--- src/rtl/instr_encoder_if.sv ---
// Request and instruction-memory write bundle for instr_encoder.
// master: the requester that also plays the instruction memory.
// slave: the encoder itself.
interface instr_encoder_if #(
  parameter int ADDR_W = 8
);
  logic              in_valid;
  logic              in_ready;
  logic [4:0]        mnem;
  logic [4:0]        rs;
  logic [4:0]        rt;
  logic [4:0]        rd;
  logic [4:0]        shamt;
  logic [15:0]       imm;
  logic [25:0]       target;
  logic              mem_we;
  logic [ADDR_W-1:0] mem_addr;
  logic [31:0]       mem_wdata;
  logic              mem_ack;

  modport master (
    output in_valid, mnem, rs, rt, rd, shamt, imm, target, mem_ack,
    input  in_ready, mem_we, mem_addr, mem_wdata
  );

  modport slave (
    input  in_valid, mnem, rs, rt, rd, shamt, imm, target, mem_ack,
    output in_ready, mem_we, mem_addr, mem_wdata
  );
endinterface

--- src/rtl/instr_encoder.sv ---
// Symbolic-instruction to MIPS word encoder. Accepts one request at a time,
// packs it into a 32-bit word and writes it to sequential instruction-memory
// addresses, holding the write until the memory acknowledges it.
module instr_encoder #(
  parameter int ADDR_W = 8,
  parameter int DEPTH  = 256
) (
  input  logic            clk,
  input  logic            rst_n,
  input  logic            clear,
  instr_encoder_if.slave  bus,
  output logic [ADDR_W:0] count,
  output logic            full,
  output logic            err
);

  localparam logic [ADDR_W:0] DEPTH_C = (ADDR_W+1)'(DEPTH);

  typedef enum logic [4:0] {
    M_ADD, M_SUB, M_AND, M_OR, M_XOR, M_NOR, M_SLT, M_SLL, M_SRL, M_JR,
    M_MUL,
    M_LW, M_LH, M_LB, M_SW, M_SH, M_SB,
    M_BGEZ, M_BLTZ,
    M_BEQ, M_BNE, M_BLEZ, M_BGTZ, M_J, M_JAL,
    M_ADDI, M_ANDI, M_ORI, M_XORI, M_SLTI
  } mnem_e;

  typedef enum logic {S_IDLE, S_WRITE} state_e;

  typedef struct packed {
    logic [4:0]  mnem;
    logic [4:0]  rs;
    logic [4:0]  rt;
    logic [4:0]  rd;
    logic [4:0]  shamt;
    logic [15:0] imm;
    logic [25:0] target;
  } req_t;

  function automatic logic [31:0] r_word(input logic [5:0] op, input logic [4:0] rs,
                                         input logic [4:0] rt, input logic [4:0] rd,
                                         input logic [4:0] sh, input logic [5:0] fn);
    return {op, rs, rt, rd, sh, fn};
  endfunction

  function automatic logic [31:0] i_word(input logic [5:0] op, input logic [4:0] rs,
                                         input logic [4:0] rt, input logic [15:0] imm);
    return {op, rs, rt, imm};
  endfunction

  req_t          req;
  logic [31:0]   enc;
  logic          legal;
  state_e        state;
  logic [ADDR_W:0] count_inc;

  assign req = '{mnem: bus.mnem, rs: bus.rs, rt: bus.rt, rd: bus.rd,
                 shamt: bus.shamt, imm: bus.imm, target: bus.target};
  assign count_inc = count + (ADDR_W+1)'(1);

  // Field packing per mnemonic; unused fields are forced to zero so the word
  // matches what the controller's decoder expects.
  always_comb begin
    enc   = '0;
    legal = 1'b1;
    case (req.mnem)
      M_ADD:  enc = r_word(6'h00, req.rs, req.rt, req.rd, 5'd0, 6'h20);
      M_SUB:  enc = r_word(6'h00, req.rs, req.rt, req.rd, 5'd0, 6'h22);
      M_AND:  enc = r_word(6'h00, req.rs, req.rt, req.rd, 5'd0, 6'h24);
      M_OR:   enc = r_word(6'h00, req.rs, req.rt, req.rd, 5'd0, 6'h25);
      M_XOR:  enc = r_word(6'h00, req.rs, req.rt, req.rd, 5'd0, 6'h26);
      M_NOR:  enc = r_word(6'h00, req.rs, req.rt, req.rd, 5'd0, 6'h27);
      M_SLT:  enc = r_word(6'h00, req.rs, req.rt, req.rd, 5'd0, 6'h2A);
      M_SLL:  enc = r_word(6'h00, 5'd0, req.rt, req.rd, req.shamt, 6'h00);
      M_SRL:  enc = r_word(6'h00, 5'd0, req.rt, req.rd, req.shamt, 6'h02);
      M_JR:   enc = r_word(6'h00, req.rs, 5'd0, 5'd0, 5'd0, 6'h08);
      M_MUL:  enc = r_word(6'h1C, req.rs, req.rt, req.rd, 5'd0, 6'h02);
      M_LW:   enc = i_word(6'h23, req.rs, req.rt, req.imm);
      M_LH:   enc = i_word(6'h21, req.rs, req.rt, req.imm);
      M_LB:   enc = i_word(6'h20, req.rs, req.rt, req.imm);
      M_SW:   enc = i_word(6'h2B, req.rs, req.rt, req.imm);
      M_SH:   enc = i_word(6'h29, req.rs, req.rt, req.imm);
      M_SB:   enc = i_word(6'h28, req.rs, req.rt, req.imm);
      M_BGEZ: enc = i_word(6'h01, req.rs, 5'd1, req.imm);
      M_BLTZ: enc = i_word(6'h01, req.rs, 5'd0, req.imm);
      M_BEQ:  enc = i_word(6'h04, req.rs, req.rt, req.imm);
      M_BNE:  enc = i_word(6'h05, req.rs, req.rt, req.imm);
      M_BLEZ: enc = i_word(6'h06, req.rs, 5'd0, req.imm);
      M_BGTZ: enc = i_word(6'h07, req.rs, 5'd0, req.imm);
      M_J:    enc = {6'h02, req.target};
      M_JAL:  enc = {6'h03, req.target};
      M_ADDI: enc = i_word(6'h08, req.rs, req.rt, req.imm);
      M_ANDI: enc = i_word(6'h0C, req.rs, req.rt, req.imm);
      M_ORI:  enc = i_word(6'h0D, req.rs, req.rt, req.imm);
      M_XORI: enc = i_word(6'h0E, req.rs, req.rt, req.imm);
      M_SLTI: enc = i_word(6'h0A, req.rs, req.rt, req.imm);
      default: legal = 1'b0;
    endcase
  end

  // Accept/write FSM with registered handshake, address and status outputs.
  // Clear outranks both a pending MemAck and a new request.
  always_ff @(posedge clk or negedge rst_n) begin
    if (!rst_n) begin
      state         <= S_IDLE;
      bus.in_ready  <= 1'b0;
      bus.mem_we    <= 1'b0;
      bus.mem_addr  <= '0;
      bus.mem_wdata <= '0;
      count         <= '0;
      full          <= 1'b0;
      err           <= 1'b0;
    end else if (clear) begin
      state         <= S_IDLE;
      bus.in_ready  <= (DEPTH_C != '0);
      bus.mem_we    <= 1'b0;
      bus.mem_addr  <= '0;
      count         <= '0;
      full          <= (DEPTH_C == '0);
      err           <= 1'b0;
    end else begin
      case (state)
        S_IDLE: begin
          bus.in_ready <= !full;
          if (bus.in_valid && bus.in_ready) begin
            if (legal) begin
              bus.mem_wdata <= enc;
              bus.mem_we    <= 1'b1;
              bus.in_ready  <= 1'b0;
              state         <= S_WRITE;
            end else begin
              err <= 1'b1;
            end
          end
        end
        S_WRITE: begin
          if (bus.mem_ack) begin
            bus.mem_we   <= 1'b0;
            bus.mem_addr <= bus.mem_addr + ADDR_W'(1);
            if (count != DEPTH_C) begin
              count        <= count_inc;
              full         <= (count_inc == DEPTH_C);
              bus.in_ready <= (count_inc != DEPTH_C);
            end else begin
              bus.in_ready <= 1'b0;
            end
            state <= S_IDLE;
          end
        end
        default: state <= S_IDLE;
      endcase
    end
  end

endmodule
--- src/flat_wrapper.sv ---
// flat-port wrapper written by rule: the top's interface ports become plain ports
module instr_encoder_flat 
#(
  parameter int ADDR_W = 8,
  parameter int DEPTH  = 256
)
  (clk, rst_n, clear, count, full, err, bus_in_valid, bus_mnem, bus_rs, bus_rt, bus_rd, bus_shamt, bus_imm, bus_target, bus_mem_ack, bus_in_ready, bus_mem_we, bus_mem_addr, bus_mem_wdata);
  instr_encoder_if #(.ADDR_W(ADDR_W)) bus_i ();
  input  logic clk;
  input  logic rst_n;
  input  logic clear;
  output logic [ADDR_W:0] count;
  output logic full;
  output logic err;
  input wire logic [$bits(bus_i.in_valid)-1:0] bus_in_valid;
  input wire logic [$bits(bus_i.mnem)-1:0] bus_mnem;
  input wire logic [$bits(bus_i.rs)-1:0] bus_rs;
  input wire logic [$bits(bus_i.rt)-1:0] bus_rt;
  input wire logic [$bits(bus_i.rd)-1:0] bus_rd;
  input wire logic [$bits(bus_i.shamt)-1:0] bus_shamt;
  input wire logic [$bits(bus_i.imm)-1:0] bus_imm;
  input wire logic [$bits(bus_i.target)-1:0] bus_target;
  input wire logic [$bits(bus_i.mem_ack)-1:0] bus_mem_ack;
  output wire logic [$bits(bus_i.in_ready)-1:0] bus_in_ready;
  output wire logic [$bits(bus_i.mem_we)-1:0] bus_mem_we;
  output wire logic [$bits(bus_i.mem_addr)-1:0] bus_mem_addr;
  output wire logic [$bits(bus_i.mem_wdata)-1:0] bus_mem_wdata;
  assign bus_i.in_valid = bus_in_valid;
  assign bus_i.mnem = bus_mnem;
  assign bus_i.rs = bus_rs;
  assign bus_i.rt = bus_rt;
  assign bus_i.rd = bus_rd;
  assign bus_i.shamt = bus_shamt;
  assign bus_i.imm = bus_imm;
  assign bus_i.target = bus_target;
  assign bus_i.mem_ack = bus_mem_ack;
  assign bus_in_ready = bus_i.in_ready;
  assign bus_mem_we = bus_i.mem_we;
  assign bus_mem_addr = bus_i.mem_addr;
  assign bus_mem_wdata = bus_i.mem_wdata;
  instr_encoder #(.ADDR_W(ADDR_W), .DEPTH(DEPTH)) u_core (.clk(clk), .rst_n(rst_n), .clear(clear), .bus(bus_i), .count(count), .full(full), .err(err));
endmodule
--- config.mk ---
export PLATFORM = sky130hd
export DESIGN_NAME = instr_encoder_flat
export DESIGN_NICKNAME = d
export VERILOG_FILES = /design/src/rtl/instr_encoder_if.sv /design/src/rtl/instr_encoder.sv /design/src/flat_wrapper.sv
export SDC_FILE = /design/constraint.sdc
export NUM_CORES = 1
export LEC_CHECK = 0
export CORE_AREA = 8 8 90 92
export CTS_BUF_LIST = sky130_fd_sc_hd__clkbuf_8
export DETAILED_ROUTE_END_ITERATION = 10
export DIE_AREA = 0 0 98 100
export HOLD_SLACK_MARGIN = 0.12
export PLACE_DENSITY = 0.87
export SLEW_MARGIN = 20
export SYNTH_ARGS = -nofsm -noshare
export SYNTH_HDL_FRONTEND = slang
export SYNTH_SLANG_ARGS = --single-unit
--- constraint.sdc ---
create_clock -name clk -period 4.5 [get_ports clk]
set_input_delay 0.9 -clock clk [delete_from_list [all_inputs] [get_ports clk]]
set_output_delay 0.9 -clock clk [all_outputs]
set_load 0.05 [all_outputs]
# Word level (Yosys, flattened, before mapping)
# Cells that the tools add are included.
[classes] addsub=2 eq_ne=37 muxes=33 bitwise=2 reduce_logical=13
[op_table] cell="$pmux W32 S30" n=1
[op_table] cell="$eq A5 B5 Y1 const B" n=14
[op_table] cell="$eq A5 B4 Y1 const B" n=8
[op_table] cell="$mux W9" n=4
[op_table] cell="$reduce_or A30 Y1" n=1
[op_table] cell="$mux W8" n=3
[op_table] cell="$mux W1" n=22
[op_table] cell="$eq A5 B3 Y1 const B" n=4
[op_table] cell="$ne A9 B9 Y1 const B" n=2
[op_table] cell="$eq A5 B2 Y1 const B" n=2
[op_table] cell="$add A9 B1 Y9 const B" n=1
[op_table] cell="$eq A9 B9 Y1 const B" n=1
[op_table] cell="$reduce_and A3 Y1" n=3
[op_table] cell="$add A8 B1 Y8 const B" n=1
[op_table] cell="$reduce_bool A2 Y1" n=4
[op_table] cell="$ne A3 B2 Y1 const B" n=2
[op_table] cell="$pmux W1 S2" n=3
[op_table] cell="$eq A5 B1 Y1 const B" n=1
[op_table] cell="$logic_not A5 Y1" n=1
[op_table] cell="$ne A2 B2 Y1 const B" n=2
[op_table] cell="$reduce_and A4 Y1" n=1
[op_table] cell="$ne A3 B3 Y1 const B" n=1
[op_table] cell="$not A1 Y1" n=2
[op_table] cell="$reduce_and A2 Y1" n=1
[op_table] cell="2 further kinds" n=2
[totals] register_bits=54 in_bits=72 output_inout_bits=53 wordCells=95

# Depth between registers and ports, before layout
# Gate-level depths: netlist (run 1).
[logic_depth] depth_word=7 depth_mapped=8 depth_no_buf=6

# Least setup slack after synthesis (run 1)
# Ideal clock, no wire load.
[synth_timing] path_type="input to register" from="input bus_mnem[4]" to="register u_core.bus.mem_wdata[19]" setup_ns=0.126 t_arrival_ns=2.165 required_time_ns=4.374 path_slack_ns=2.209 path_stages=7 path_buffers=3 cell_sequence="buf_4 -> nand2_2 -> o21bai_2 -> or3_1 -> buf_2 -> buf_2 -> a221o_1"
[synth_via] elab_chain_cells=4 word_cells_on_any_way=34 cone_classes="eq/ne (29); mux (2); reduce/logical (3)"
[synth_rtl] item="start, declared" line="flat_wrapper.sv:16" source="input wire logic [$bits(bus_i.mnem)-1:0] bus_mnem;"
[synth_rtl] item="$eq A5 B1 Y1 (tied with other cells)" line="instr_encoder.sv:66" source="case (req.mnem)"
[synth_rtl] item="$reduce_or A30 Y1 (no source line)"
[synth_rtl] item="$mux W1" line="instr_encoder.sv:66"
[synth_rtl] item="$reduce_and A4 Y1 (no source line)"
[synth_rtl] item="end signal, assigned" line="instr_encoder.sv:127" source="bus.mem_wdata <= enc;"
[synth_rtl] item="end, declared" line="instr_encoder_if.sv:28" source="output in_ready, mem_we, mem_addr, mem_wdata"
# Several ways; a longest one is shown, not always the timed one.
# A chain may end at the register's enable or synchronous reset.

# Final worst setup path (run 1)
[layout_timing] from="input bus_mnem[4]" to="register u_core.bus.mem_wdata[12]"
# The elaborated chain is that of the path after synthesis.

==> flow_summary.json, run 1 <==
{
  "slew_viol_final": 0,
  "num_rows": 30,
  "post_drt_wl_per_cell_um": 17.6,
  "end_kind": "register",
  "vias": 3215,
  "vias_per_cell": 5.71,
  "netlist_area_sq_um": 3210,
  "min_period_ps": 3090,
  "grt_max_degree": 55,
  "grt_pass1_vias": 3147,
  "cp_slowest_cell": "or3_1",
  "synth_area_leaders": "dfrtp_1, nor2_1, nand2_1, a21oi_1, xor2_1",
  "fin_worst_skew_ps": 6.37,
  "synth_edf_count": 0,
  "cts_hold_buf": 0,
  "die_area_sq_um": 9800,
  "initial_core_util_pct": 48.3,
  "grt_pass1_wl_mm": 15.8,
  "clock-sinks": 54,
  "totalWireLength_mm": 9.92,
  "synth_top_area_share_pct": 42.1,
  "top_usage_layer": "met2",
  "met3_usage_pct": 6.16,
  "nNetsFinal": 557,
  "synthesis.nets": 444,
  "ys_seq_area_share_pct": 42.1,
  "met2_usage_pct": 33.8,
  "path_delay_family": "buffers and inverters",
  "initialDrtViolationCount": 251,
  "die_w_um": 98,
  "design_area_sq_um": 4580,
  "hold_class": "reg -> reg",
  "syn_inst": 369,
  "hold_viol_final": 0,
  "tightest_slew_ps": 776,
  "gp_congestion": 0.855,
  "use_met1_pct": 23.3,
  "cts.path.max_buffers": 2,
  "numCtsBuffers": 5,
  "reg2reg_slack_ps": 2440,
  "synth-main-ff-cell": "dfrtp_1",
  "holdPathEnd": "u_core.bus.mem_wdata[26]$_DFFE_PN0P_",
  "reg2regPathDepth": 6,
  "avgSynthCellArea_sq_um": 8.69,
  "required_ps": 4740,
  "diodes": 0,
  "period_share_pct": 68.6,
  "drc": 0,
  "synthArstFlopShare_pct": 100,
  "grt_overflow_total": 0,
  "numPortBuffers": 124,
  "peakVddDrop_uv": 162,
  "r2r-end": "u_core.bus.mem_wdata[4]$_DFFE_PN0P_",
  "insertion_delay_ps": 310,
  "cts-resized-gates": 0,
  "fp.dieH_um": 100,
  "io_pins": 125,
  "hpwlAfterDp_mm": 7.52,
  "fin_setup_tns_ps": 0,
  "relSlewSlack_pct": 47.6,
  "core_sq_um": 6640,
  "whs_path_depth": 2,
  "multi_input_area_sq_um": 1700,
  "fillCellCount": 536,
  "grt_usage_pct": 19.6,
  "drive_gt1_share_pct": 5.80,
  "ys_warn_count": 0,
  "h-tree-depth": 2,
  "path_common_cell": "buf_4",
  "seqCellArea_sq_um": 1350,
  "cap_violations": 0,
  "ys_seq_elements": 54,
  "grt_setup_unrepaired": "no",
  "critical-path-max-stage-delay_ps": 680,
  "r2r_start": "u_core.bus.in_ready$_DFFE_PN0P_",
  "outcome": "completed",
  "place_area_sq_um": 4480,
  "synthDistinctLibCells": 56,
  "tritoncts": "done",
  "cp_num_buf_inv": 3,
  "crit_chain": "clkdlybuf4s50_1 > buf_4 > nand2_2 > o21bai_2 > or3_1 > buf_4 > nand2_1 > o21ai_1",
  "cts_root_buf": "clkbuf_8",
  "cp-start-kind": "primary input",
  "antenna_found_initial": 0,
  "mostFrequentLayoutCell": "clkdlybuf4s50_1",
  "drt_pass1_iterations": 5,
  "postRouteAntennaNets": 0,
  "path_clk_slew_ps": 100,
  "critical_path_arrival_ps": 3330,
  "fmax_ghz": 0.324,
  "p_per_area_nw_per_um2": 339,
  "final_cell_mix": "clkdlybuf4s50_1, nor2_1, dfrtp_1",
  "cp_max_fo": 37,
  "setup_violations": 0,
  "yosys.area.top_type": "dfrtp_1",
  "area_delta_synth_final_pct": 42.8,
  "crit_type": "in -> reg",
  "post-cts-setup-buffer-count": 0,
  "min_from": "u_core.bus.mem_wdata[26]$_DFFE_PN0P_",
  "power_leakage_nw": 1.88
}
-- cell families after synthesis --
group                      Yosys count  synth area share, %
DFF                                 54                 42.1
AOI/OAI and AO/OA                   97                 20.9
buffers and inverters               33                 5.15
and+or+nand+nor                    156                 23.3
muxes                                6                 1.87
adders and majority gates            4                 1.48
xor gates and xnor gates            19                 5.19
-- synthesized netlist by cell type (3+ instances only) --
library cell and n:
a21oi_1 22, a221o_1 6, a221oi_1 7, a222oi_1 5
a31oi_1 3, and2_1 3, and3_1 10, buf_2 12
buf_6 3, clkbuf_1 9, dfrtp_1 54, ha_1 3
inv_1 6, mux2i_1 6, nand2_1 41, nand2b_1 7
nand3_1 10, nand4_1 6, nor2_1 56, nor2b_1 4
nor3_1 4, nor3b_1 3, o21a_1 3, o21ai_0 12
o21ai_1 14, o22ai_1 6, xnor2_1 7, xor2_1 12
-- worst max path at each step --
stage	slack [ps]	from	end	depth (start not counted)
after floorplan	2210	bus_mnem[4]	u_core.bus.mem_wdata[19]$_DFFE_PN0P_	7
after global placement	1140	bus_mnem[4]	u_core.bus.mem_wdata[19]$_DFFE_PN0P_	7
after detailed placement	1120	bus_mnem[4]	u_core.bus.mem_wdata[12]$_DFFE_PN0P_	7
after CTS	1450	bus_mnem[4]	u_core.bus.mem_wdata[12]$_DFFE_PN0P_	8
after global routing	1280	bus_mnem[4]	u_core.bus.mem_wdata[11]$_DFFE_PN0P_	8
final	1410	bus_mnem[4]	u_core.bus.mem_wdata[12]$_DFFE_PN0P_	8
-- through the flow --
stage	cells	utilization [%]	worst slack, ps	hold WS [ps]	power (W)
after global routing	563	68.9	1280	519	0.00162
after global placement	555	67.3	1140	462	0.00126
after floorplan	369	-	2210	604	0.00101
after CTS	563	68.9	1450	493	0.00157
after detailed placement	555	67.4	1120	471	0.00128
final	563	68.9	1410	488	0.00155
-- metal layers --
layer | vias up | share of wire, % | wire length, um
met5 | - | 0 | 0
met4 | 0 | 1.1 | 110
met3 | 11 | 8.2 | 813
met2 | 136 | 49 | 4840
met1 | 1525 | 42 | 4160
li1 | 1543 | - | -
-- tightest hold or removal path: stages (launching register included) --
cell     delay [ps]
dfrtp_1         350
nand2_1          50
o21ai_0          60
-- power by group --
group,leakage (nW),switching (W),internal (W),total [W]
Clock,0.0514,0.000160,0.000127,0.000287
Combinational,1.13,0.000419,0.000246,0.000665
Sequential,0.697,0.0000445,0.000556,0.000600
-- sequential cells by signal, summed over array words and instances (netlist names) --
name and flops:
u_core.bus.mem_we 1, u_core.full 1, u_core.state 1, u_core.bus.mem_addr 8, u_core.bus.mem_wdata 32, u_core.err 1, u_core.count 9, u_core.bus.in_ready 1
-- cell type report --
type                       instances  share of cell area [%]
multi-input combinational        282                    37.2
sequential                        54                    29.5
timing repair buffer             133                    28.5
tap                               80                    2.19
clock buffer                       6                    1.80
inverter                           6                   0.492
clock inverter                     2                   0.382
No activity file was read; power rests on OpenSTA's default activity.
==> run 2: changes to the inputs <==
--- a/config.mk
+++ b/config.mk
@@ -5,12 +5,12 @@
 export SDC_FILE = /design/constraint.sdc
 export NUM_CORES = 1
 export LEC_CHECK = 0
-export CORE_AREA = 8 8 90 92
+export CORE_AREA = 8 8 94 96
 export CTS_BUF_LIST = sky130_fd_sc_hd__clkbuf_8
 export DETAILED_ROUTE_END_ITERATION = 10
-export DIE_AREA = 0 0 98 100
+export DIE_AREA = 0 0 102 104
 export HOLD_SLACK_MARGIN = 0.12
-export PLACE_DENSITY = 0.87
+export PLACE_DENSITY = 0.8
 export SLEW_MARGIN = 20
 export SYNTH_ARGS = -nofsm -noshare
 export SYNTH_HDL_FRONTEND = slang
==> constraint.sdc (replaced) <==
create_clock -name clk -period 3.2 [get_ports clk]
set_input_delay 0.64 -clock clk [delete_from_list [all_inputs] [get_ports clk]]
set_output_delay 0.64 -clock clk [all_outputs]
set_load 0.05 [all_outputs]
==> run 2 against run 1 <==
  * Clock skew is 1.3 ps higher
  * Non-clock buffer count rose by 3
  * Die area rose by 8.2%
  * Clock power is 73% higher
  * Power is 46% higher
  * Register-to-register slack worse by 1200 ps
  * Critical path depth down 1
==> flow_summary.json, run 2 (synthesis gave the netlist of run 1 again) <==
{
  "final_cell_mix": "clkdlybuf4s50_1, nor2_1, dfrtp_1",
  "cp-start-kind": "primary input",
  "h-tree-depth": 2,
  "hold_class": "in -> async",
  "path_clk_slew_ps": 100,
  "period_share_pct": 81.0,
  "fp.dieH_um": 104,
  "drt_pass1_iterations": 6,
  "post_drt_wl_per_cell_um": 16.9,
  "diodes": 0,
  "cap_violations": 0,
  "outcome": "completed",
  "grt_overflow_total": 0,
  "cts_root_buf": "clkbuf_8",
  "required_ps": 3390,
  "path_common_cell": "buf_4",
  "drive_gt1_share_pct": 6.38,
  "path_delay_family": "buffers and inverters",
  "numPortBuffers": 124,
  "relSlewSlack_pct": 52.6,
  "cp_max_fo": 43,
  "fin_setup_tns_ps": 0,
  "die_w_um": 102,
  "initialDrtViolationCount": 164,
  "fin_worst_skew_ps": 7.66,
  "setup.worst_path.start": "bus_mnem[2]",
  "totalWireLength_mm": 9.93,
  "antenna_found_initial": 0,
  "regMostFlops": "u_core.bus.mem_wdata",
  "r2r_start": "u_core.count[0]$_DFFE_PN0P_",
  "grt_pass1_vias": 3158,
  "cts-resized-gates": 0,
  "postRouteAntennaNets": 0,
  "hpwlAfterDp_mm": 7.58,
  "min_period_ps": 2590,
  "setup_violations": 0,
  "vias_per_cell": 5.45,
  "final_core_util_pct": 62.4,
  "die_area_sq_um": 10600,
  "reg2reg_slack_ps": 1230,
  "grt_pass1_wl_mm": 16.0,
  "largest_reg_flops": 32,
  "gp_congestion": 0.897,
  "combPwrFrac_pct": 41.2,
  "numCtsBuffers": 5,
  "fillCellCount": 644,
  "core_sq_um": 7450,
  "critical_path_arrival_ps": 2780,
  "drc": 0,
  "num_rows": 32,
  "io_pins": 125,
  "tightest_slew_ps": 702,
  "p_sw_share_pct": 38.9,
  "cts.path.max_buffers": 2,
  "pwr-share-seq_pct": 37.0,
  "critical-path-max-stage-delay_ps": 610,
  "end_kind": "register",
  "slew_viol_final": 0,
  "grt_usage_pct": 18.4,
  "fin_ws_ps": 608,
  "crit_chain": "clkdlybuf4s50_1 > buf_4 > nand2_1 > o21bai_2 > or3_1 > buf_4 > a221o_1",
  "grt_setup_unrepaired": "no",
  "cts_hold_buf": 0,
  "seqCellArea_sq_um": 1350,
  "p_switching_w": 0.000885,
  "peakVddDrop_uv": 200,
  "clock-sinks": 54,
  "crit_type": "in -> reg",
  "p_per_area_nw_per_um2": 489,
  "mostFrequentLayoutCell": "clkdlybuf4s50_1",
  "multi_input_area_sq_um": 1700,
  "vias": 3204,
  "internal_power_w": 0.00139,
  "initial_core_util_pct": 43.1,
  "clkPwrFrac_pct": 21.9,
  "tritoncts": "done",
  "cp_slowest_cell": "clkdlybuf4s50_1",
  "place_ws_ps": 294,
  "fmax_ghz": 0.386,
  "power_leakage_nw": 1.90,
  "cp_num_buf_inv": 3,
  "grt_max_degree": 44,
  "nNetsFinal": 560,
  "hold_viol_final": 0,
  "top_regs": "u_core.bus.mem_wdata: 32 flops, u_core.count: 9 flops, u_core.bus.mem_addr: 8 flops",
  "post-cts-setup-buffer-count": 0,
  "area_delta_synth_final_pct": 44.8,
  "insertion_delay_ps": 310
}
## run 2: per-layer routing
metal	share of wire [%]	global-route usage, %	wire, um	vias to the layer above
met2	47	29.8	4680	135
met3	9.3	4.42	925	10
met1	43	24.1	4250	1505
met4	0.79	3.57	78	0
met5	0	0	0	-
li1	-	-	-	1554
## run 2: power groups by stage
stage / Sequential (W) / Clock, W / Combinational [W]
floorplan: 0.00120 / 0 / 0.000216
global placement: 0.000852 / 0 / 0.000928
detailed placement: 0.000855 / 0 / 0.000940
CTS: 0.000841 / 0.000508 / 0.000942
global route: 0.000853 / 0.000529 / 0.000990
finish: 0.000840 / 0.000497 / 0.000936
## run 2: final cells by class
| type | instances | area share, % |
|---|---|---|
| Tap cell | 102 | 2.75 |
| Inverter | 6 | 0.485 |
| Clock inverter | 2 | 0.835 |
| Timing Repair Buffer | 136 | 28.5 |
| Sequential cell | 54 | 29.1 |
| Clock buffer | 6 | 1.78 |
| Multi-Input combinational cell | 282 | 36.5 |
## run 2: path summary, 6_finish.rpt
| path | end | depth (start not counted) |
|---|---|---|
| min reg2reg | u_core.bus.mem_wdata[28]$_DFFE_PN0P_ | 2 |
| max | u_core.bus.mem_wdata[18]$_DFFE_PN0P_ | 7 |
| max reg2reg | u_core.bus.in_ready$_DFFE_PN0P_ | 6 |
| min in group clk | u_core.bus.mem_wdata[28]$_DFFE_PN0P_ | 2 |
| min | u_core.state$_DFF_PN0_ | 1 |
| max in group asynchronous | u_core.bus.mem_wdata[16]$_DFFE_PN0P_ | 2 |
## run 2: stage by stage
step                power (W)  instances  area, sq um  hold slack [ps]
finish                0.00227        588         4650              366
global route          0.00237        588         4650              406
CTS                   0.00229        588         4650              364
detailed placement    0.00179        580         4520              464
global placement      0.00178        580         4520              461
floorplan             0.00142        369         3210              344
==> run 3: changes to the inputs <==
--- a/config.mk
+++ b/config.mk
@@ -5,12 +5,12 @@
 export SDC_FILE = /design/constraint.sdc
 export NUM_CORES = 1
 export LEC_CHECK = 0
-export CORE_AREA = 8 8 94 96
+export CORE_AREA = 8 8 98 100
 export CTS_BUF_LIST = sky130_fd_sc_hd__clkbuf_8
 export DETAILED_ROUTE_END_ITERATION = 10
-export DIE_AREA = 0 0 102 104
+export DIE_AREA = 0 0 106 108
 export HOLD_SLACK_MARGIN = 0.12
-export PLACE_DENSITY = 0.8
+export PLACE_DENSITY = 0.77
 export SLEW_MARGIN = 20
 export SYNTH_ARGS = -nofsm -noshare
 export SYNTH_HDL_FRONTEND = slang
==> constraint.sdc (replaced) <==
create_clock -name clk -period 2.3 [get_ports clk]
set_input_delay 0.46 -clock clk [delete_from_list [all_inputs] [get_ports clk]]
set_output_delay 0.46 -clock clk [all_outputs]
set_load 0.05 [all_outputs]
==> run 3 against run 2 <==
  * Sequential power is 39% higher
  * Combinational power up 44%
  * First-iteration DRC count is 24% higher
  * Flip-flop and latch count is the same
  * Worst setup slack got worse by 460 ps
  * Hold slack worse by 110 ps
  * Highest routed layer unchanged
  * Sequential share of layout area down 1.2 points
  * Non-clock buffer count rose by 25
==> flow_summary.json, run 3 (synthesis gave the netlist of run 1 again) <==
{
  "grt_pass1_vias": 3258,
  "clock-sinks": 54,
  "peakVddDrop_uv": 334,
  "multi_input_area_sq_um": 1700,
  "area_delta_synth_final_pct": 51.2,
  "outcome": "completed",
  "critical_path_arrival_ps": 1690,
  "io_pins": 125,
  "p_sw_share_pct": 39.8,
  "numCtsBuffers": 5,
  "diodes": 0,
  "cp_max_fo": 6,
  "met2_usage_pct": 29.5,
  "cp_num_buf_inv": 1,
  "cp_slowest_cell": "clkdlybuf4s50_1",
  "insertion_delay_ps": 310,
  "power_leakage_nw": 2.02,
  "cts_hold_buf": 0,
  "setup.worst_path.start": "u_core.count[7]$_DFFE_PN0P_",
  "cp-start-kind": "register",
  "cts.path.max_buffers": 2,
  "final_cell_mix": "clkdlybuf4s50_1, nor2_1, dfrtp_1",
  "use_met1_pct": 21.7,
  "num_rows": 33,
  "grt_pass1_wl_mm": 16.5,
  "cts-resized-gates": 0,
  "cts_root_buf": "clkbuf_8",
  "design_area_sq_um": 4850,
  "required_ps": 1840,
  "relSlewSlack_pct": 54.0,
  "hold_class": "in -> async",
  "internal_power_w": 0.00186,
  "post_drt_wl_per_cell_um": 16.6,
  "vias": 3258,
  "p_per_area_nw_per_um2": 637,
  "tritoncts": "done",
  "initialDrtViolationCount": 204,
  "period_share_pct": 93.6,
  "p_switching_w": 0.00123,
  "path_clk_slew_ps": 100,
  "mostFrequentLayoutCell": "clkdlybuf4s50_1",
  "seqCellArea_sq_um": 1350,
  "fin_ws_ps": 146,
  "grt_max_degree": 55,
  "r2r_start": "u_core.count[0]$_DFFE_PN0P_",
  "postRouteAntennaNets": 0,
  "vias_per_cell": 5.29,
  "top_usage_layer": "met2",
  "cap_violations": 0,
  "fp.dieH_um": 108,
  "clkPwrFrac_pct": 18.5,
  "dp.cells": 608,
  "post-cts-setup-buffer-count": 0,
  "critical-path-max-stage-delay_ps": 870,
  "met3_usage_pct": 5.83,
  "crit_type": "reg -> out",
  "nNetsFinal": 585,
  "core_sq_um": 8050,
  "gp_congestion": 0.877,
  "die_area_sq_um": 11400,
  "fillCellCount": 760,
  "end_kind": "output pin",
  "numPortBuffers": 124,
  "drive_gt1_share_pct": 11.0,
  "holdWs_ps": 258,
  "place_ws_ps": -75.0,
  "min_period_ps": 2150,
  "tightest_slew_ps": 690,
  "fin_setup_tns_ps": 0,
  "place_area_sq_um": 4750,
  "totalWireLength_mm": 10.2,
  "die_w_um": 106,
  "top_regs": "u_core.bus.mem_wdata: 32 flops, u_core.count: 9 flops, u_core.bus.mem_addr: 8 flops",
  "pwr-share-seq_pct": 37.8,
  "grt_overflow_total": 0,
  "hold_viol_final": 0,
  "fmax_ghz": 0.464,
  "finalNonFillerCells": 616,
  "drt_pass1_iterations": 4,
  "h-tree-depth": 2,
  "crit_chain": "clkdlybuf4s50_1",
  "antenna_found_initial": 0,
  "initial_core_util_pct": 39.8,
  "hpwlAfterDp_mm": 7.97,
  "drc": 0,
  "fin_worst_skew_ps": 7.55,
  "grt_setup_unrepaired": "no",
  "combPwrFrac_pct": 43.6,
  "setup_violations": 0,
  "slew_viol_final": 0,
  "path_delay_family": "buffers and inverters",
  "grt_usage_pct": 17.5,
  "regMostFlops": "u_core.bus.mem_wdata",
  "largest_reg_flops": 32
}
run 3: routing by layer:
metal	share of wire [%]	routed length (um)
met1	44	4460
met2	48	4950
met3	7.2	738
met4	0.69	70
met5	0	0
run 3: through the flow:
stage | utilization [%] | power, W
floorplan | - | 0.00197
global placement | 59.0 | 0.00253
detailed placement | 59.0 | 0.00255
CTS | 60.3 | 0.00313
global route | 60.3 | 0.00326
finish | 60.3 | 0.00309
run 3: worst paths after layout:
path | endpoint | slack (ps) | depth (start not counted)
min in group clk | u_core.bus.mem_wdata[26]$_DFFE_PN0P_ | 500 | 2
min | u_core.bus.mem_wdata[0]$_DFFE_PN0P_ | 260 | 2
max reg2reg | u_core.bus.in_ready$_DFFE_PN0P_ | 360 | 6
min reg2reg | u_core.bus.mem_wdata[26]$_DFFE_PN0P_ | 500 | 2
max in group asynchronous | u_core.count[6]$_DFFE_PN0P_ | 1570 | 2
max | count[7] | 150 | 1
run 3: power by group through the flow:
stage               sequential, W  clock [W]  combinational (W)
floorplan                 0.00167          0           0.000300
global placement          0.00118          0            0.00134
detailed placement        0.00119          0            0.00136
CTS                       0.00117   0.000595            0.00136
global route              0.00119   0.000639            0.00143
finish                    0.00117   0.000573            0.00135
run 3: cell type report:
| cell class | count | area share, % |
|---|---|---|
| inverters | 6 | 0.464 |
| flip-flops and latches | 54 | 27.8 |
| repair buffers | 161 | 32.0 |
| clock inverters | 2 | 0.335 |
| clock buffers | 6 | 1.70 |
| multi-input cells | 282 | 35.0 |
| well taps | 105 | 2.71 |
